**config.mk**
```make
export PLATFORM = sky130hd
export DESIGN_NAME = fu_wb_queue_flat
export DESIGN_NICKNAME = d
export VERILOG_FILES = /design/src/rtl/rv32i_types.sv /design/src/rtl/fu_wb_queue_if.sv /design/src/rtl/fu_wb_queue.sv /design/src/flat_wrapper.sv
export SDC_FILE = /design/constraint.sdc
export NUM_CORES = 1
export LEC_CHECK = 0
export ABC_AREA = 1
export BUFFER_PORTS_ARGS = -buffer_cell sky130_fd_sc_hd__buf_4
export CAP_MARGIN = 5
export CORE_ASPECT_RATIO = 0.6
export CORE_UTILIZATION = 60
export CTS_BUF_LIST = sky130_fd_sc_hd__clkbuf_4 sky130_fd_sc_hd__clkbuf_8
export DETAILED_ROUTE_END_ITERATION = 10
export PLACE_DENSITY = 0.86
export SLEW_MARGIN = 20
export SYNTH_ARGS = -nofsm -noshare
export SYNTH_HDL_FRONTEND = slang
export SYNTH_SLANG_ARGS = --single-unit
export TNS_END_PERCENT = 10
```
**constraint.sdc**
```tcl
create_clock -name clk -period 6 [get_ports clk]
set_input_delay 0.9 -clock clk [delete_from_list [all_inputs] [get_ports clk]]
set_output_delay 0.9 -clock clk [all_outputs]
set_load 0.1 [all_outputs]
```
**src/rtl/rv32i_types.sv**
```systemverilog
// Shared out-of-order core types: the instruction record passed from a
// functional unit towards writeback, and the ROB tag width it carries.
package rv32i_types;

    localparam int ROB_NUM_BITS = 5;

    typedef struct packed {
        logic                    valid;
        logic [ROB_NUM_BITS-1:0] rob_addr;
        logic [4:0]              rd_addr;
        logic [31:0]             rd_data;
    } ooo_instr_t;

endpackage

```
**src/rtl/fu_wb_queue_if.sv**
```systemverilog
// Handshake bundle between one functional unit, its result queue and the
// writeback arbiter. The queue uses the slave view; the surroundings drive
// through the master view.
interface fu_wb_queue_if
    import rv32i_types::*;
#(
    parameter int DEPTH = 4
);

    logic                     flush;
    ooo_instr_t               fu_in;
    logic                     fu_ready;
    ooo_instr_t               wb_out;
    logic                     wb_resp;
    logic [$clog2(DEPTH):0]   count;

    modport slave (
        input  flush,
        input  fu_in,
        output fu_ready,
        output wb_out,
        input  wb_resp,
        output count
    );

    modport master (
        output flush,
        output fu_in,
        input  fu_ready,
        input  wb_out,
        output wb_resp,
        input  count
    );

endinterface

```
**src/rtl/fu_wb_queue.sv**
```systemverilog
// Completed-result queue sitting between a functional unit and the
// writeback arbiter. Results are held in a circular buffer and leave in
// acceptance order; flush squashes everything on a mispredict.
module fu_wb_queue
    import rv32i_types::*;
#(
    parameter int DEPTH = 4
) (
    input logic            clk,
    input logic            rst,
    fu_wb_queue_if.slave   bus
);

    localparam int PTR_W = $clog2(DEPTH);
    localparam logic [PTR_W:0] FULL_COUNT = (PTR_W + 1)'(DEPTH);

    ooo_instr_t       entries [DEPTH];
    logic [PTR_W-1:0] head;
    logic [PTR_W-1:0] tail;
    logic [PTR_W:0]   occupancy;

    logic push;
    logic pop;

    // Readiness depends only on registered occupancy, never on the grant,
    // so the functional unit sees no combinational path through the arbiter.
    assign bus.fu_ready = (occupancy != FULL_COUNT);
    assign bus.count    = occupancy;

    assign push = bus.fu_in.valid && bus.fu_ready && !bus.flush;
    assign pop  = bus.wb_resp && (occupancy != '0) && !bus.flush;

    // Present the oldest entry; an empty queue shows an all-zero record so
    // stale storage is never visible.
    always_comb begin
        bus.wb_out = '0;
        if (occupancy != '0) begin
            bus.wb_out       = entries[head];
            bus.wb_out.valid = 1'b1;
        end
    end

    // Entry storage is written on accept only and deliberately not reset.
    always_ff @(posedge clk) begin
        if (push) begin
            entries[tail] <= bus.fu_in;
        end
    end

    // Pointer and occupancy bookkeeping; reset beats flush beats push/pop.
    always_ff @(posedge clk) begin
        if (rst || bus.flush) begin
            head      <= '0;
            tail      <= '0;
            occupancy <= '0;
        end else begin
            if (push) begin
                tail <= tail + PTR_W'(1);
            end
            if (pop) begin
                head <= head + PTR_W'(1);
            end
            if (push && !pop) begin
                occupancy <= occupancy + 1'b1;
            end else if (pop && !push) begin
                occupancy <= occupancy - 1'b1;
            end
        end
    end

endmodule
```
**src/flat_wrapper.sv**
```systemverilog
// flat-port wrapper written by rule: the top's interface ports become plain ports
module fu_wb_queue_flat import rv32i_types::*;
#(
    parameter int DEPTH = 4
)
  (clk, rst, bus_flush, bus_fu_in, bus_fu_ready, bus_wb_out, bus_wb_resp, bus_count);
  fu_wb_queue_if #(.DEPTH(DEPTH)) bus_i ();
  input logic clk;
  input logic rst;
  input wire logic [$bits(bus_i.flush)-1:0] bus_flush;
  input wire logic [$bits(bus_i.fu_in)-1:0] bus_fu_in;
  output wire logic [$bits(bus_i.fu_ready)-1:0] bus_fu_ready;
  output wire logic [$bits(bus_i.wb_out)-1:0] bus_wb_out;
  input wire logic [$bits(bus_i.wb_resp)-1:0] bus_wb_resp;
  output wire logic [$bits(bus_i.count)-1:0] bus_count;
  assign bus_i.flush = bus_flush;
  assign bus_i.fu_in = bus_fu_in;
  assign bus_fu_ready = bus_i.fu_ready;
  assign bus_wb_out = bus_i.wb_out;
  assign bus_i.wb_resp = bus_wb_resp;
  assign bus_count = bus_i.count;
  fu_wb_queue #(.DEPTH(DEPTH)) u_core (.clk(clk), .rst(rst), .bus(bus_i));
endmodule
```
==> results.ini <==
[worst_hold_path]
holdPathEnd=u_core.tail[0]
hold_depth=2
hp-class=flip-flop to flip-flop
min_from=u_core.tail[0]

[global_route]
grtUsageTotal_pct=24.7
met2_usage_pct=39.2
grt_most_used_layer=met2
grt_use_met1_pct=33.8
use_met3_pct=6.25
antenna_found_initial=0
grt.overflow.total=0
grt_pass1_vias=4309
grt_pass1_wl_um=21800
grt_max_degree=86

[die]
core-area_mm2=0.0113
fp.dieH_um=85.5
row_count=30
initial_core_util_pct=61.7
die_area_mm2=0.0121
num_io_pins=94
die_w_um=141

[placed_design]
dpl.hpwl_um=7820
io_buffer_count=93
gp_congestion=0.779
placed_area_mm2=0.00780
dp.cells=798
pre_cts_slack_ns=2.46

[timing]
setup_violations=0
min_period_ns=4.05
fin_ws_ns=1.95
worst_pin_slew_ns=1.00
slew_headroom_pct=33.1
tns_ns=0
fmax_mhz=247
final.period_utilization_pct=67.4
slew_viol_final=0
hold_viol_final=0
grt_setup_unrepaired=false
fin_skew_ns=0.0111

[cells_and_area]
fin_area_mm2=0.00819
nets=710
num_antenna_cells=0
stdcell_count=830
drive_above_1_share_pct=20.7
area.growth.synth_to_final_pct=17.5
nFillCells=735

[yosys]
syn_avg_cell_area_um2=12.3
yosysSeqAreaShare_pct=75.0
synth_edf_count=168
synth_cell_types=19
synth_top_area_cell=edfxtp_1
synth_area_leaders=edfxtp_1 (72%), nor2_1 (9.9%), o21ai_1 (4.2%)
synth.most_common_cell=nor2_1
ys.flop_type=edfxtp_1
synth_warnings=0
syn_nets=622
synth.top_cell.area_share_pct=72.4
synthTopCellsByCount=nor2_1 (184), edfxtp_1 (168), o21ai_1 (58), a21oi_1 (44), o21ai_0 (27)
netlist_instances=569
async_flop_share_pct=0
netlist_area_mm2=0.00697
ys_ff_latch=177

[route]
firstDrtPassIters=7
post_drt_wl_per_cell_um=16.8
ant_nets=0
num_vias=4501
routed_via_density=5.42
drc=0
finalWirelength_um=14000
drtIter0Drc=406

[outcome]
status=finished clean

[setup_path]
crit_arrival_ns=3.15
critPathCaptureType=output pin
r2r_slack_ns=3.72
r2r-end=u_core.bus.count[2]
timing.rr.start=u_core.bus.count[0]
critPathRequiredTime_ns=5.10
critical_path_class=flip-flop to output pin
cp_max_fo=85
worstRegToRegCells=13
critPathLaunchType=flip-flop

[clocking]
cts_buffer_depth=2
cts_num_sinks=177
numCtsBuffers=17
cts_tree=done
cts_hold_buf=0
cts_resized=0
insertion_delay_ns=0.46
cts-root-buf=clkbuf_8
htreeDepth=4
clk_pin_slew_ns=0.08
cts_setup_buffers=0

[power_and_ir_drop]
p_per_area_mw_per_mm2=309
ir_drop_mv=0.183
finalPower_mw=2.53
leakage_nw=2.97

[job]
max_cap_viol_count=0

-- critical path, cell delays in order (launching register included) --
cell and delay (ns):
dfxtp_2 0.31, buf_4 0.38, inv_2 0.62, buf_4 0.52, o21ai_0 0.18, a21oi_1 0.29, buf_4 0.35
-- cell families after synthesis --
| kind of cell | Yosys count | share of synthesized area [%] |
|---|---|---|
| simple gates | 205 | 11.1 |
| xor+xnor | 1 | 0.126 |
| fa+ha+maj | 6 | 1.18 |
| compound gates | 129 | 9.26 |
| flops | 177 | 75.0 |
| buf+inv | 51 | 3.32 |
-- state kept, by name, summed over array words and instances (netlist names), named ones only --
| register | cells |
|---|---|
| u_core.entries | 168 |
| u_core.tail | 2 |
| u_core.bus.count | 3 |
| u_core.head | 2 |
-- report_power, final --
group / internal (mW) / leakage (nW) / switching [mW]
Combinational: 0.0745 / 1.18 / 0.277
Sequential: 1.38 / 1.60 / 0.00722
Clock: 0.372 / 0.187 / 0.425
Total: 1.82 / 2.97 / 0.709
-- routing by layer --
layer	wire [um]	up-vias
met2	6790	203
met3	1300	18
met4	168	0
met1	5710	2122
met5	0	-
li1	-	2158
-- final cells by class --
class | instances | area [um2] | area share, %
inverters | 20 | 75.1 | 0.917
clock buffers | 17 | 234 | 2.86
well taps | 160 | 200 | 2.44
clock inverters | 15 | 156 | 1.91
repair buffers | 100 | 751 | 9.17
flip-flops and latches | 177 | 5230 | 63.8
multi-input cells | 341 | 1540 | 18.9
-- per-stage QoR --
step,utilization [%],hold WS (ns)
after global placement,69.0,0.483
after detailed placement,69.0,0.495
after floorplan,-,0.465
final,72.5,0.505
after CTS,72.5,0.509
after global routing,72.5,0.564
-- layout by cell type, fill, tap and decap left out, types with 4 or more instances in the layout --
cell type,netlist,routed
nor2_4,0,4
nor2_1,184,180
o21ai_1,58,58
edfxtp_1,168,168
o21ai_0,27,27
clkinvlp_4,0,4
dfxtp_1,9,7
inv_6,0,4
ha_1,5,5
a21oi_1,44,44
buf_4,8,100
inv_1,17,17
clkbuf_8,0,17
nand2_1,16,16
nand3_1,4,4
-- worst max path at each step --
stage                     slack [ns]           startpoint             end
final                           1.95            flip-flop   bus_wb_out[6]
after global placement          2.60            flip-flop  bus_wb_out[39]
after floorplan                 1.12  u_core.bus.count[0]  bus_wb_out[10]
after CTS                       1.95            flip-flop   bus_wb_out[6]
after global routing            1.73            flip-flop   bus_wb_out[6]
after detailed placement        2.46            flip-flop   bus_wb_out[6]
No activity file was read; power rests on OpenSTA's default activity.
